`config.mk`:
```
export PLATFORM = sky130hd
export DESIGN_NAME = jtag_apb_cmd_exec
export DESIGN_NICKNAME = d
export VERILOG_FILES = /design/src/rtl/jtag_apb_cmd_exec.sv
export SDC_FILE = /design/constraint.sdc
export NUM_CORES = 1
export LEC_CHECK = 0
export CORE_MARGIN = 4
export CORE_UTILIZATION = 40
export DETAILED_ROUTE_END_ITERATION = 6
export PLACE_DENSITY = 0.8
export SYNTH_ARGS = -nofsm -noshare
export SYNTH_HDL_FRONTEND = slang
export SYNTH_SLANG_ARGS = --single-unit
```
`constraint.sdc`:
```
create_clock -name clk -period 1.89 [get_ports clk]
set_clock_uncertainty 0.1 [all_clocks]
set_input_delay 0.189 -clock clk [delete_from_list [all_inputs] [get_ports clk]]
set_output_delay 0.189 -clock clk [all_outputs]
set_load 0.1 [all_outputs]
```
`src/rtl/jtag_apb_cmd_exec.sv`:
```
// JTAG-to-APB command executor: decodes an 88-bit command word, runs one or two
// APB4 transfers (32- or 48-bit payload) and returns a 49-bit {suberr, data} response.
module jtag_apb_cmd_exec #(
   parameter int unsigned TIMEOUT_CYCLES = 256
) (
   input  logic        clk,
   input  logic        rstn,
   input  logic        cmd_valid,
   input  logic [87:0] cmd,
   output logic        busy,
   output logic        resp_valid,
   output logic [48:0] resp,
   output logic        overrun,
   output logic [31:0] paddr,
   output logic        psel,
   output logic        penable,
   output logic        pwrite,
   output logic [31:0] pwdata,
   output logic [3:0]  pstrb,
   output logic [2:0]  pprot,
   input  logic        pready,
   input  logic [31:0] prdata,
   input  logic        pslverr
);

   typedef enum logic [1:0] {
      S_IDLE,
      S_SETUP,
      S_ACCESS,
      S_RESP
   } state_t;

   localparam int unsigned   CW       = (TIMEOUT_CYCLES > 2) ? $clog2(TIMEOUT_CYCLES) : 1;
   localparam logic [CW-1:0] CNT_LAST = CW'(TIMEOUT_CYCLES - 1);

   state_t        state_q;
   logic          beat_q;
   logic          d32_q;
   logic          wr_q;
   logic [15:0]   data_hi_q;
   logic [47:0]   rdata_q;
   logic          suberr_q;
   logic [CW-1:0] cnt_q;

   logic          busy_q;
   logic          resp_valid_q;
   logic [48:0]   resp_q;
   logic          overrun_q;
   logic [31:0]   paddr_q;
   logic          psel_q;
   logic          penable_q;
   logic          pwrite_q;
   logic [31:0]   pwdata_q;
   logic [3:0]    pstrb_q;

   logic [47:0]   rdata_d;
   logic          suberr_d;
   logic          last_beat;
   logic          timed_out;
   logic          unused_rsvd;

   assign unused_rsvd = ^cmd[55:51];

   // Read data and error status as they would stand if this ACCESS cycle completes.
   always_comb begin
      // NOTE: every always_comb output gets a default first so no path can infer a latch.
      rdata_d  = rdata_q;
      suberr_d = suberr_q | pslverr;
      if (!wr_q) begin
         if (beat_q) rdata_d[47:32] = prdata[15:0];
         else        rdata_d[31:0]  = prdata;
      end
   end

   assign last_beat = beat_q | d32_q;
   assign timed_out = (TIMEOUT_CYCLES != 0) && (cnt_q == CNT_LAST);

   always_ff @(posedge clk or negedge rstn) begin
      if (!rstn) begin
         state_q      <= S_IDLE;
         beat_q       <= 1'b0;
         d32_q        <= 1'b0;
         wr_q         <= 1'b0;
         data_hi_q    <= '0;
         rdata_q      <= '0;
         suberr_q     <= 1'b0;
         cnt_q        <= '0;
         busy_q       <= 1'b0;
         resp_valid_q <= 1'b0;
         resp_q       <= '0;
         overrun_q    <= 1'b0;
         paddr_q      <= '0;
         psel_q       <= 1'b0;
         penable_q    <= 1'b0;
         pwrite_q     <= 1'b0;
         pwdata_q     <= '0;
         pstrb_q      <= '0;
      end else begin
         // NOTE: sequential state uses non-blocking assignments so every register samples pre-edge values.
         resp_valid_q <= 1'b0;
         if (cmd_valid && state_q != S_IDLE) overrun_q <= 1'b1;

         case (state_q)
            S_IDLE: begin
               if (cmd_valid) begin
                  overrun_q <= 1'b0;
                  busy_q    <= 1'b1;
                  d32_q     <= cmd[50];
                  wr_q      <= cmd[49];
                  data_hi_q <= cmd[47:32];
                  rdata_q   <= '0;
                  suberr_q  <= 1'b0;
                  beat_q    <= 1'b0;
                  cnt_q     <= '0;
                  if (cmd[49] == cmd[48]) begin
                     // Neither or both of read/write: answer without touching the bus.
                     state_q      <= S_RESP;
                     resp_valid_q <= 1'b1;
                     resp_q       <= {cmd[49] & cmd[48], 48'h0};
                  end else begin
                     state_q   <= S_SETUP;
                     psel_q    <= 1'b1;
                     penable_q <= 1'b0;
                     pwrite_q  <= cmd[49];
                     paddr_q   <= cmd[87:56];
                     pwdata_q  <= cmd[31:0];
                     pstrb_q   <= cmd[49] ? 4'hF : 4'h0;
                  end
               end
            end

            S_SETUP: begin
               penable_q <= 1'b1;
               cnt_q     <= '0;
               state_q   <= S_ACCESS;
            end

            S_ACCESS: begin
               if (pready) begin
                  rdata_q  <= rdata_d;
                  suberr_q <= suberr_d;
                  if (!last_beat) begin
                     // psel stays high into the second SETUP for a back-to-back transfer.
                     beat_q    <= 1'b1;
                     penable_q <= 1'b0;
                     paddr_q   <= paddr_q + 32'd4;
                     pwdata_q  <= {16'h0, data_hi_q};
                     pstrb_q   <= wr_q ? 4'b0011 : 4'b0000;
                     state_q   <= S_SETUP;
                  end else begin
                     psel_q       <= 1'b0;
                     penable_q    <= 1'b0;
                     resp_valid_q <= 1'b1;
                     resp_q       <= {suberr_d, wr_q ? 48'h0 : rdata_d};
                     state_q      <= S_RESP;
                  end
               end else if (timed_out) begin
                  psel_q       <= 1'b0;
                  penable_q    <= 1'b0;
                  suberr_q     <= 1'b1;
                  resp_valid_q <= 1'b1;
                  resp_q       <= {1'b1, wr_q ? 48'h0 : rdata_q};
                  state_q      <= S_RESP;
               end else begin
                  cnt_q <= cnt_q + 1'b1;
               end
            end

            S_RESP: begin
               busy_q  <= 1'b0;
               state_q <= S_IDLE;
            end

            default: state_q <= S_IDLE;
         endcase
      end
   end

   assign busy       = busy_q;
   assign resp_valid = resp_valid_q;
   assign resp       = resp_q;
   assign overrun    = overrun_q;
   assign paddr      = paddr_q;
   assign psel       = psel_q;
   assign penable    = penable_q;
   assign pwrite     = pwrite_q;
   assign pwdata     = pwdata_q;
   assign pstrb      = pstrb_q;
   assign pprot      = 3'b000;

endmodule

```
Word level (Yosys, flattened, before mapping)
Cells that the tools add are included.

cells by class
  add/sub/neg operators = 2
  eq/ne operators = 14
  muxes and demuxes = 69
  bitwise operators = 4
  reduce and logical (&&, ||, !) cells = 18

operators by type and width
  kind                                           count
  two-way mux 32 bit                             9
  two-way mux 49 bit                             5
  two-way mux 48 bit                             5
  one-hot mux 32 bit (2 select lines)            2
  one-hot mux 49 bit (2 select lines)            1
  one-hot mux 48 bit (2 select lines)            1
  adder 32 x 3 -> 32 bit, second input constant  1
  two-way mux 8 bit                              3
  one-hot mux 8 bit (3 select lines)             1
  two-way mux 1 bit                              22
  two-way mux 4 bit                              5
  two-way mux 16 bit                             1
  AND reduction 5 bit                            3
  inequality test 2 bit, second input constant   7
  two-way mux 2 bit                              6
  AND reduction 4 bit                            3
  one-hot mux 1 bit (2 select lines)             5
  AND reduction 3 bit                            3
  adder 8 x 1 -> 8 bit, second input constant    1
  equality test 8 bit, second input constant     1
  one-hot mux 2 bit (4 select lines)             1
  one-hot mux 4 bit (2 select lines)             1
  inequality test 3 bit, second input constant   2
  AND reduction 2 bit                            3
  other kinds (11)                               15

storage, ports and cells
  bits in registers = 201
  input bits = 125
  output and inout port bits = 126

Depth between registers and ports, before layout
Gate-level depths: netlist of run 1.

  depth in word-level cells = 6
  mapped depth = 8

Worst setup path after synthesis of run 1
OpenSTA, ideal clock, no wires.

  kind = reg-to-reg
  from = reg paddr_q[4], in the netlist paddr[4]
  to = reg paddr_q[21], in the netlist paddr[21]
  arrival = 2.426 ns
  required time = 1.659 ns
  slack = -0.767 ns
  cell stages (with the launch flop) = 6
  clock period less this slack = 2.657 ns
  cells stage by stage = dfrtp_1 -> nand4_1 -> nor4_1 -> and4_1 -> nor4b_1 -> nor3_1

on the way
  word-level cells in the longest chain between the ends = 4

ends and longest elaborated chain
  item                                 RTL line  source
  from (decl)                          49        logic [31:0] paddr_q;
  from (signal assigned)               125       paddr_q <= cmd[87:56];
  from (signal assigned)               146       paddr_q <= paddr_q + 32'd4;
  adder 32 x 3 -> 32 bit               146
  two-way mux 32 bit                   142       if (!last_beat) begin
  two-way mux 32 bit                   139       if (pready) begin
  one-hot mux 32 bit (2 select lines)  103       case (state_q)

Every way passes these cells. The select of a mux whose other input is x is not followed.
A chain may end at the register's enable or synchronous reset.

Worst setup path in the final report of run 1
  from = reg state_q[1]
  to = reg resp_q[44], in the netlist resp[44]

on the way
  word-level cells in the longest chain between the ends = 3
  elaborated cells on any way between the ends = 9
  classes of those cells = eq/ne: 5; mux: 1; reduce/logical: 3

ends and longest elaborated chain
  item                                                            RTL line  source
  from (decl)                                                     36        state_t state_q;
  from (signal assigned)                                          80        state_q <= S_IDLE;
  from (signal assigned)                                          117       state_q <= S_RESP;
  from (signal assigned)                                          121       state_q <= S_SETUP;
  equality test 2 bit or zero test 2 bit (tied branches)          103
  inequality test 3 bit (no source line) (tied with other cells)  -
  AND reduction 5 bit (no source line)                            -
  to (signal assigned)                                            119       resp_q <= {cmd[49] & cmd[48], 48'h0};
  to (signal assigned)                                            154       resp_q <= {suberr_d, wr_q ? 48'h0 : rdata_d};
  to (signal assigned)                                            162       resp_q <= {1'b1, wr_q ? 48'h0 : rdata_q};
  to (decl)                                                       47        logic [48:0] resp_q;

Several ways; a longest one is shown, not always the timed one.

==> results of run 1 <==
[layout by cell type (no fill, tap or decap), types with 5 or more instances in the layout]
cell and count:
a21oi_1 21, a22o_1 48, a31oi_1 25, and3_1 6, buf_12 35, buf_4 194, buf_6 15, clkbuf_16 26
clkdlybuf4s50_1 118, dfrtp_1 173, dfrtp_2 9, dfrtp_4 17, inv_1 7, mux2i_1 50, nand2_1 175, nand2_2 17
nand2_4 24, nand3_1 30, nand4_1 10, nor2_1 50, nor3_1 11, o211ai_1 10, o21ai_0 21, o22a_1 7
o22ai_1 5, o31ai_1 5, o31ai_2 20, o31ai_4 24
[sequential cells by signal (all words and copies together) (netlist names), named ones only]
name / flops
suberr_q: 1
pstrb: 2
pwdata: 32
state_q: 2
pwrite: 1
cnt_q: 8
resp_valid: 1
resp: 49
data_hi_q: 16
penable: 1
beat_q: 1
d32_q: 1
rdata_q: 48
busy: 1
wr_q: 1
paddr: 32
psel: 1
[logic make-up (layout without fill, tap and decap cells)]
family / after synthesis / in the layout / synth area share
xor gates and xnor gates: 5 / 5 / 0.00482
DFF: 199 / 199 / 0.549
buffers and inverters: 77 / 418 / 0.0386
and+or+nand+nor: 364 / 365 / 0.176
adders and majority gates: 3 / 3 / 0.00413
AOI/OAI and AO/OA: 212 / 212 / 0.173
other: 1 / 3 / 0.000413
muxes: 50 / 50 / 0.0551
[worst register-to-register path, stage by stage (launching register included)]
cell and delay, ns:
dfrtp_1 0.41, buf_6 0.16, nor2b_4 0.20, buf_6 0.12
a32oi_4 0.11, buf_12 0.16, buf_16 0.16, buf_8 0.15
o31ai_1 0.31
[per-stage QoR]
stage               cells  setup TNS [ns]   util  hold WS (ns)  setup WS (ns)
floorplan             913          -0.848      -        -0.207         -0.122
global placement     1471          -44.05  0.571         0.103         -0.387
detailed placement   1471          -47.65  0.571         0.106         -0.451
CTS                  1505         -0.0264  0.601         0.158        -0.0264
global route         1535           -3.20  0.658         0.152         -0.149
finish               1535          -0.858  0.658         0.167         -0.101
[metal layers]
| metal | GRT usage | vias up | share of wire |
|---|---|---|---|
| met5 | 0 | - | 0.00069 |
| met4 | 0.0703 | 4 | 0.025 |
| met3 | 0.0544 | 55 | 0.070 |
| li1 | - | 3932 | - |
| met2 | 0.349 | 344 | 0.50 |
| met1 | 0.288 | 4244 | 0.41 |
[worst max path at each step]
stage | from | to | slack, ns | depth (start not counted)
2_1_floorplan | paddr[2] | paddr[21] | -0.12 | 5
3_3_place_gp | pready | pwdata[12] | -0.39 | 7
3_5_place_dp | pready | pwdata[7] | -0.45 | 7
4_1_cts | paddr[10] | paddr[26] | -0.03 | 7
5_1_grt | state_q[1] | resp[44] | -0.15 | 8
6_report | state_q[1] | resp[44] | -0.10 | 8
[cell type report]
| class | instances | area share |
|---|---|---|
| Sequential cell | 199 | 0.348 |
| Multi-Input combinational cell | 638 | 0.319 |
| Timing Repair Buffer | 379 | 0.265 |
| Clock buffer | 18 | 0.0302 |
| Tap cell | 280 | 0.0241 |
| Clock inverter | 14 | 0.0122 |
| Inverter | 7 | 0.00181 |
[repair_timing]
action	4_1_cts	5_1_grt
pin swaps	2	73
hold buffers	1	0
resized for setup	9	176
cloned	0	12
buffers inserted	1	20
hold endpoints to repair	48	0
setup endpoints to repair	57	102
==> out/results.txt, run 1 <==
Share of post-route cells with drive strength above 1: 0.351. The number of antenna violations at the first check in global routing was 2. The tool flagged a number of max-cap violations equal to 0.

For the final net count, the log shows 1370. The number of cells on the worst reg-to-reg path is 8. The path class of the lowest-slack min-delay path was input port to register. After routing the design area is 0.0145 mm². Setup repair after global routing could not meet its margin everywhere.

Share of Yosys cell area claimed by the top area cell type: 0.549. In this run the tool buffered the top-level ports with 242 buffer cells. The maximum fanout count along the critical path is 7. The logs give 4 for the number of levels the H-tree was split into and 0.0126 mm² for the total cell area at the placement stage.

For the starting density of the core, the log shows 0.411. The library cell with the highest instance count after synthesis was nand2_1. The worst hold path was traced through 3 stages. The per-cell via count in the routed design works out to 5.59. By startpoint and endpoint, the worst setup path is classified as register to register.

TritonCTS built the clock tree. The tools report the final wirelength as 30.5 mm. The maximum single-stage delay on the critical path was 0.41 ns.

The horizontal extent of the die works out to 159 µm. The area growth from synthesis to layout is 60.1%. The number of global-route vias before repair is 8301. Across all layers, the routed design uses 8579 vias. The worst setup path is launched from a register.

Counting instances in the post-synthesis netlist gives the leading cell types as nand2_1, dfrtp_1, nor2_1, mux2i_1, o31ai_1. Together, buffers and inverters on the worst path number 5. The number of rows created at floorplan was 54.

The worst setup path is captured at a register. The placeable core area is 0.0221 mm². The largest individual stage delay along the critical path comes from the cell dfrtp_1. The startpoint of the lowest-slack hold path was cmd[35].

Walking the worst path, the cells encountered are buf_6, nor2b_4, buf_6, a32oi_4, buf_12, buf_16, buf_8, o31ai_1. The count of nets left with antenna violations once routing finished came out at 0. The run finished, with violations left. After detailed routing, the number of remaining DRC violations is 0. The clock passes through at most 2 buffers.

The total track usage was 0.217; the final critical path time including I/O delays and setup was 1.99 ns. The tree built by TritonCTS fans out to 199 sinks. The clock reaches the later pin of the worst-skew pair after 0.43 ns. Worst slew slack as a fraction of its limit: 0.665. The number of top-level pins was 251.

The logs give 56 for the largest net degree at the start of global routing and 5 for the total iterations of the first detailed-routing run. The tools report the data required time at the worst endpoint as 2.11 ns. The launch instance of the worst register-to-register path was state_q[1].

The antenna cell count is 0. After technology mapping, the gate count stands at 911. The most used cell along the critical path is buf_6. The die covers 0.0252 mm². The synthesized netlist occupies a cell area of 0.00908 mm².

The checks that failed: negative setup slack. The worst-case setup margin in the final layout was -0.101 ns; the final routed wire length divided by cell count was 19.9 µm. The vertical die dimension was 159 µm; the max-slew violation total from the final report was 0.

Yosys mapped a number of flops with a built-in enable equal to 0. For this run, the number of Yosys warnings is 0. In the final layout, flip-flops and latches occupy 0.00505 mm². For this block, the initial DRC count from the detailed router was 514. The share of the clock period used by the worst path after layout works out to 1.05. The cell sitting at the root of the clock tree is a clkbuf_16.

By area the synthesized netlist is led by dfrtp_1, nand2_1, mux2i_1, a22o_1, o31ai_1. The share of async-settable or async-resettable flops after synthesis was 1.00; the final number of hold-violating endpoints was 0. The worst hold path terminates at data_hi_q[3]. Each instance of the synthesized netlist takes up on average 9.97 µm². The run gives 502 MHz as the highest clock rate. dfrtp_1 takes more of the synthesized area than any other cell. At the worst endpoint, the arrival time is 2.21 ns. Setup violations remaining at the end of the flow were counted as 33.

The largest delay contributor family on the critical path was buffers and inverters. The first global-routing pass estimated 43.3 mm of wire. The filler cells instantiated in the layout total 1684. The final RePlAce weighted congestion was 0.883; the clock-pin slew of the registers on the worst-case setup and hold paths was 0.08 ns. After global routing the overflow that remains totals 0.

The capture point of the worst reg-to-reg path was resp[44]. Sequential area share after synthesis: 0.549. The transition time at the pin with the least slew margin works out to 0.503 ns. The top flip-flop cell by instance count after synthesis is dfrtp_1. The half-perimeter wire length after detailed placement is 20.0 mm, and the register bit count reported by yosys is 199. Clock tree synthesis inserted a total of 17 buffers.

The worst register-to-register path has a setup slack of -0.10 ns. Synthesis instantiated 58 different standard cells from the library. Summing all multi-input logic gate instances after layout gives 0.00464 mm².
Power of run 1 is not shown: default switching activity piles up to over one toggle a cycle in this logic, so the estimate is an artifact.
==> run 2: changes to the inputs <==
PLACE_DENSITY = 0.68   (was 0.8)
==> run 2 against run 1 <==
  * The flow now finishes without violations
  * Core utilization decreased by 4.8 points
  * Critical path depth decreased by 1
  * Setup slack improved by 0.10 ns
  * Fmax increased by 5.5%
  * Worst hold slack got worse by 0.028 ns
  * Sequential share of layout area increased by 2.7 points
  * Count of clock-buffer cells in the layout decreased by 1
  * Final cell count decreased by 2.3%
  * First-iteration DRC count decreased by 21%
  * Sequential cell count unchanged
  * Global-route usage decreased by 0.53 points
  * Die area unchanged
==> out/results.txt, run 2 (synthesis results as in run 1) <==
The startpoint type of the worst setup path was a register. The total number of clock tree sinks came out at 199 (unchanged). The run gives 0 (unchanged) as the antenna cell count.

Setup repair after global routing could not meet its margin everywhere. The logs give 54 (unchanged) for the number of rows created at floorplan and 5 (unchanged) for the total iterations of the first detailed-routing run. The horizontal extent of the die came out at 159 µm (unchanged). The port buffer count is 242 (unchanged). Number of antenna violations at the first check in global routing: 0 (-2). The flip-flop count of the largest register, all copies and words added came out at 49 (unchanged). The number of violations reported at the end of detailed-routing iteration 0 came out at 406 (-21%). The wire length of the first global-routing pass came out at 42.4 mm (-2.2%).

The final RePlAce weighted congestion is 0.835 (-5.4%). The final routed wire length divided by cell count is 18.5 µm (-7.0%), and the DRC violation count after routing is 0 (unchanged). The per-cell via count in the routed design was 5.40 (-3.5%).

STA classifies the critical path endpoint as a register. For the total cell area at the placement stage, the log shows 0.0124 mm² (-1.3%). For the number of buffers created by CTS, the log shows 17 (unchanged).

The logs give 2.12 ns (about the same) for the data required time at the worst endpoint and 0 (unchanged) for the number of nets with antenna violations after routing. The kind of critical path was register to register. For the cell area after layout, the log shows 0.0135 mm² (-7.3%). Leaving out fill and tap cells, the most frequent cells in the layout are nand2_1, buf_4, dfrtp_1.

The final wirelength was 27.7 mm (-9.1%); the die area was 0.0252 mm² (unchanged). Share of post-route cells with drive strength above 1: 0.279 (-0.0719). The max-slew violation total from the final report is 0 (unchanged), and the number of endpoints failing setup at the final stage is 0 (-100%).

Area added between synthesis and finish: 48.4%. The final critical path time including I/O delays and setup is 1.89 ns (-0.104 ns). Number of top-level pins: 251 (unchanged).

The starting density of the core is 0.411 (unchanged). The final number of hold-violating endpoints was 0 (unchanged); the share of the clock period used by the worst path after layout was 0.998 (-0.0549). The run finished with clean final reports. The run gives 0 (unchanged) as the total overflow reported by the global router.

TritonCTS built the clock tree. The clock tree buffer depth is 2 (unchanged), and the total track usage is 0.211 (-0.00531). Path class of the lowest-slack min-delay path: input port to async pin.

The clock-pin slew of the registers on the worst-case setup and hold paths was 0.09 ns (about the same). Half-perimeter wire length after detailed placement: 19.2 mm (-3.8%). Clock network latency to the later pin of the worst-skew pair: 0.44 ns (about the same).

Most common cell after layout, fill and taps aside: nand2_1. Total of max-cap violations: 0 (unchanged). Number of global-route vias before repair: 8002 (-3.6%). Vertical die dimension: 159 µm (unchanged). The final net count was 1335 (-2.6%); the placeable core area was 0.0221 mm² (unchanged).

The largest net degree at the start of global routing is 58 (+3.6%), and the maximum fanout count along the critical path is 28 (+21). The endpoint arrival time on the critical path is 2.12 ns (-0.09 ns). For the highest clock rate, the log shows 530 MHz (+5.5%). CTS placed an instance of clkbuf_16 at the clock tree root. The number of levels the H-tree was split into is 4 (unchanged), and the total vias in the final route is 8094 (-5.7%).
==> run 2: cell count changes in the layout (fill, tap and decap cells not counted), moves of 4 or more <==
cell and delta:
buf_4 -13, inv_12 +4, nand2_1 +41, clkbuf_16 -7, o31ai_4 -21, nand2_2 -17, buf_6 -7, o31ai_1 +24
nand2_4 -24
==> run 2: what timing repair did <==
action,4_1_cts,5_1_grt
hold buffers,1,0
endpoints found under the setup margin,49,123
hold endpoints to repair,199,0
pin swaps,1,16
buffers inserted,1,10
cloned,0,2
gates resized for setup,8,50
==> run 2: per-layer routing <==
layer	vias up	global-route usage	share of wire	wire [µm]
li1	3856	-	-	-
met3	29	0.0484	0.065	1810
met4	0	0.0536	0.016	448
met1	3962	0.284	0.43	11900
met5	-	0	0	0
met2	247	0.348	0.49	13500
==> run 2: worst paths after layout <==
kind                               from      endpoint  slack [ns]  cells after the start
setup / recovery             state_q[1]      resp[46]       0.003                      7
hold / removal                     rstn    rdata_q[8]        0.14                      2
setup reg to reg             state_q[1]      resp[46]       0.003                      7
hold reg to reg            data_hi_q[1]  data_hi_q[1]        0.38                      2
max in group asynchronous          rstn     paddr[16]        0.90                      3
min in group clk                cmd[40]  data_hi_q[8]        0.18                      3
==> run 2: cell type report <==
type                            instances  area, µm²
Tap cell                              280        350
Clock buffer                           17        425
Inverter                                7       26.3
Clock inverter                         15        185
Sequential cell                       199       5050
Multi-Input combinational cell        637       4050
Fill cell                            1914       8620
Timing Repair Buffer                  345       3390
==> run 2: through the flow <==
step | instances | setup TNS, ns | hold slack, ns | util | setup WS (ns)
after floorplan | 913 | -0.848 | -0.207 | - | -0.122
after global placement | 1454 | -39.92 | 0.0509 | 0.563 | -0.317
after detailed placement | 1454 | -44.26 | 0.0543 | 0.563 | -0.381
after CTS | 1488 | 0 | 0.136 | 0.593 | 0.0136
after global routing | 1500 | -0.561 | 0.169 | 0.610 | -0.0676
final | 1500 | 0 | 0.140 | 0.610 | 0.00320
==> run 2: worst max-delay path, cell delays in order, from the launching register on <==
cell and delay (ns):
dfrtp_1 0.39, buf_6 0.16, nor2b_4 0.21, buf_6 0.15
a32oi_4 0.11, buf_12 0.17, clkbuf_16 0.20, o31ai_1 0.29
Power of run 2 is left out for the same reason.
==> run 3: changes to the inputs <==
CORE_MARGIN = 2   (was 4)
clock period = 1.5 ns   (was 1.89 ns; I/O delays follow)
==> run 3 against run 2 <==
  * Register-to-register slack got worse by 0.43 ns
  * Count of clock-buffer cells in the layout did not move
  * The run now ends with negative setup slack left
  * Critical endpoint is now resp[10]
  * Critical path depth fell by 1
  * Non-clock buffer count rose by 96
  * Sequential share of layout area fell by 7.8 points
  * Final area rose by 26%
  * Setup slack got worse by 0.43 ns
==> out/results.txt, run 3 (synthesis results as in run 1) <==
The critical path is of the register to register type. The final RePlAce weighted congestion came out at 0.861 (+3.1%). The maximum fanout count along the critical path came out at 14 (-50%).

The tools report the DRC violation count after routing as 0 (unchanged). The logs give 2 (+2) for the number of antenna violations at the first check in global routing and 0.44 ns (about the same) for the clock network latency to the later pin of the worst-skew pair. For the data required time at the worst endpoint, the log shows 1.74 ns (-0.38 ns). The vertical die dimension is 155 µm (-2.5%), and the number of global-route vias before repair is 9089 (+14%). STA classifies the critical path endpoint as a register. The tools report the worst-case hold slack as 0.0989 ns (-0.0408 ns). The number of top-level pins was 251 (unchanged). The worst hold path belongs to the class input port to async pin.

The half-perimeter wire length after detailed placement came out at 20.9 mm (+8.5%). The endpoint arrival time on the critical path was 2.17 ns (+0.05 ns). The worst setup slack before clock tree synthesis is -0.702 ns (-0.322 ns), and the number of endpoints failing setup at the final stage is 197 (+197). For the starting density of the core, the log shows 0.405 (-0.00623). The largest net degree at the start of global routing is 42 (-28%). The number of rows created at floorplan was 55 (+1.9%); the total track usage was 0.260 (+0.0490). The final net count came out at 1432 (+7.3%). For the total overflow reported by the global router, the log shows 0 (unchanged). The clock tree buffer depth was 2 (unchanged); the area added between synthesis and finish was 87.5%. The run gives 0.0224 mm² (+1.5%) as the placeable core area. The cell area after layout is 0.0170 mm² (+26%). The share of post-route cells with drive strength above 1 is 0.429 (+0.150), and the highest clock rate is 518 MHz (-2.3%). The run gives 1603 (+6.9%) as the number of non-filler instances in the completed layout. The final routed wire length divided by cell count came out at 21.7 µm (+17%). Setup repair after global routing could not meet its margin everywhere. The cell at the slowest stage of the critical path was or3b_4.

The worst-case IR drop observed on VDD is 2360 µV. Total power for the finished layout comes to 44600 µW. For the final wirelength, the log shows 34.8 mm (+26%).

The critical path goes through or3b_4, a32oi_4, buf_12, clkbuf_16, nand2_1, o31ai_1. In this run the power spent charging and discharging nets is 22600 µW. TritonCTS built the clock tree. The horizontal extent of the die came out at 155 µm (-2.5%). The maximum single-stage delay on the critical path is 0.46 ns (+0.07 ns). The logs give 0.673 for the combinational cell fraction of total power and 199 (unchanged) for the total number of clock tree sinks. The final number of hold-violating endpoints is 0 (unchanged), and the clock-pin slew of the registers on the worst-case setup and hold paths is 0.09 ns (about the same). Per-cell via count in the routed design: 5.69 (+5.5%). The checks that failed: negative setup slack.

The run finished, with violations left. For the number of violations reported at the end of detailed-routing iteration 0, the log shows 562 (+38%). For the number of buffers created by CTS, the log shows 17 (unchanged). The clock network power share is 0.108, and the die area is 0.0239 mm² (-5.0%). The total vias in the final route was 9127 (+13%).

The cell at the root of the clock tree was clkbuf_16. The share of the clock period used by the worst path after layout came out at 1.29 (+0.289). The count of placed standard cells including taps is 1509 (+3.8%). The number of nets with antenna violations after routing was 0 (unchanged).

STA classifies the critical path startpoint as a register. The wire length of the first global-routing pass is 49.2 mm (+16%), and the share of total power in sequential cells is 0.219. Number of fillers in the final layout: 1367 (-29%).

The number of levels the H-tree was split into was 4 (unchanged). The tools report the cell-internal power as 22000 µW. The final critical path time including I/O delays and setup was 1.93 ns (+0.0443 ns); the worst-case setup margin in the final layout was -0.431 ns (-0.434 ns). In the layout the commonest cells are nand2_1, dfrtp_1, buf_12. The total of max-cap violations was 0 (unchanged); the flip-flop count of the largest register, all copies and words added was 49 (unchanged). The number of buffers and inverters on the critical path was 2 (-2); the power density over the cells was 2620 mW/mm². Port buffer count: 242 (unchanged).

The run gives 0 (unchanged) as the max-slew violation total from the final report. The net switching share of the total power came out at 0.507. The total iterations of the first detailed-routing run was 5 (unchanged). The total cell area at the placement stage was 0.0143 mm² (+15%).

The largest delay contributor family on the critical path is simple AND/OR/NAND/NOR gates. The library cell used most frequently in the layout, excluding fill and tap cells, is nand2_1. Summed over all cells, the static leakage comes to 0.00756 µW.
==> run 3: changes by cell type in the layout (fill, tap and decap cells not counted), sizes merged <==
cell	change
diode	+1
buf	+81
clkbuf	+15
o21ai	+1
clkinv	+3
clkinvlp	-1
inv	-2
==> run 3: per-layer routing <==
layer | track usage | share of wire
met2 | 0.428 | 0.51
met4 | 0.0904 | 0.028
met3 | 0.0726 | 0.068
met1 | 0.332 | 0.39
met5 | 0 | 0.00037
==> run 3: path summary, 6_finish.rpt <==
path	from	endpoint	slack (ns)	cells after the start
worst max-delay path	d32_q	resp[10]	-0.43	6
worst max register to register	d32_q	resp[10]	-0.43	6
worst min-delay path	rstn	resp[6]	0.1	2
min in group clk	cmd[56]	paddr[0]	0.13	3
worst min register to register	data_hi_q[6]	data_hi_q[6]	0.39	2
max in group asynchronous	rstn	rdata_q[43]	0.56	3
==> run 3: per-stage QoR <==
| step | setup TNS (ns) | util |
|---|---|---|
| 2_1_floorplan | -36.45 | - |
| 3_3_place_gp | -88.56 | 0.636 |
| 3_5_place_dp | -93.10 | 0.636 |
| 4_1_cts | -42.79 | 0.689 |
| 5_1_grt | -65.91 | 0.759 |
| 6_report | -55.99 | 0.759 |
==> run 3: power groups by stage <==
stage / clock network (µW) / registers (µW) / logic [µW]
6_report: 4810 / 9800 / 30000
5_1_grt: 5080 / 10000 / 31100
4_1_cts: 4850 / 9520 / 26200
3_5_place_dp: 0 / 9540 / 25000
3_3_place_gp: 0 / 9470 / 24700
2_1_floorplan: 0 / 18400 / 5960
==> run 3: area by class of cell <==
type                            count  area [µm²]  share of cell area
Inverter                            7        26.3             0.00154
Clock inverter                     15         194              0.0114
Multi-Input combinational cell    638        4850               0.285
Tap cell                          285         357              0.0209
Clock buffer                       17         425              0.0250
Timing Repair Buffer              441        6100               0.359
Antenna cell                        1        2.50            0.000147
Sequential cell                   199        5070               0.298
==> run 3: timing repair <==
item                                   in CTS  in global routing
buffers inserted                           10                 32
endpoints found under the hold margin     199                  0
setup endpoints to repair                 212                218
pin swaps                                  59                 76
cloned                                      5                 19
gates resized for setup                    76                224
hold buffers                                1                  0
(Power assumes the default switching activity.)
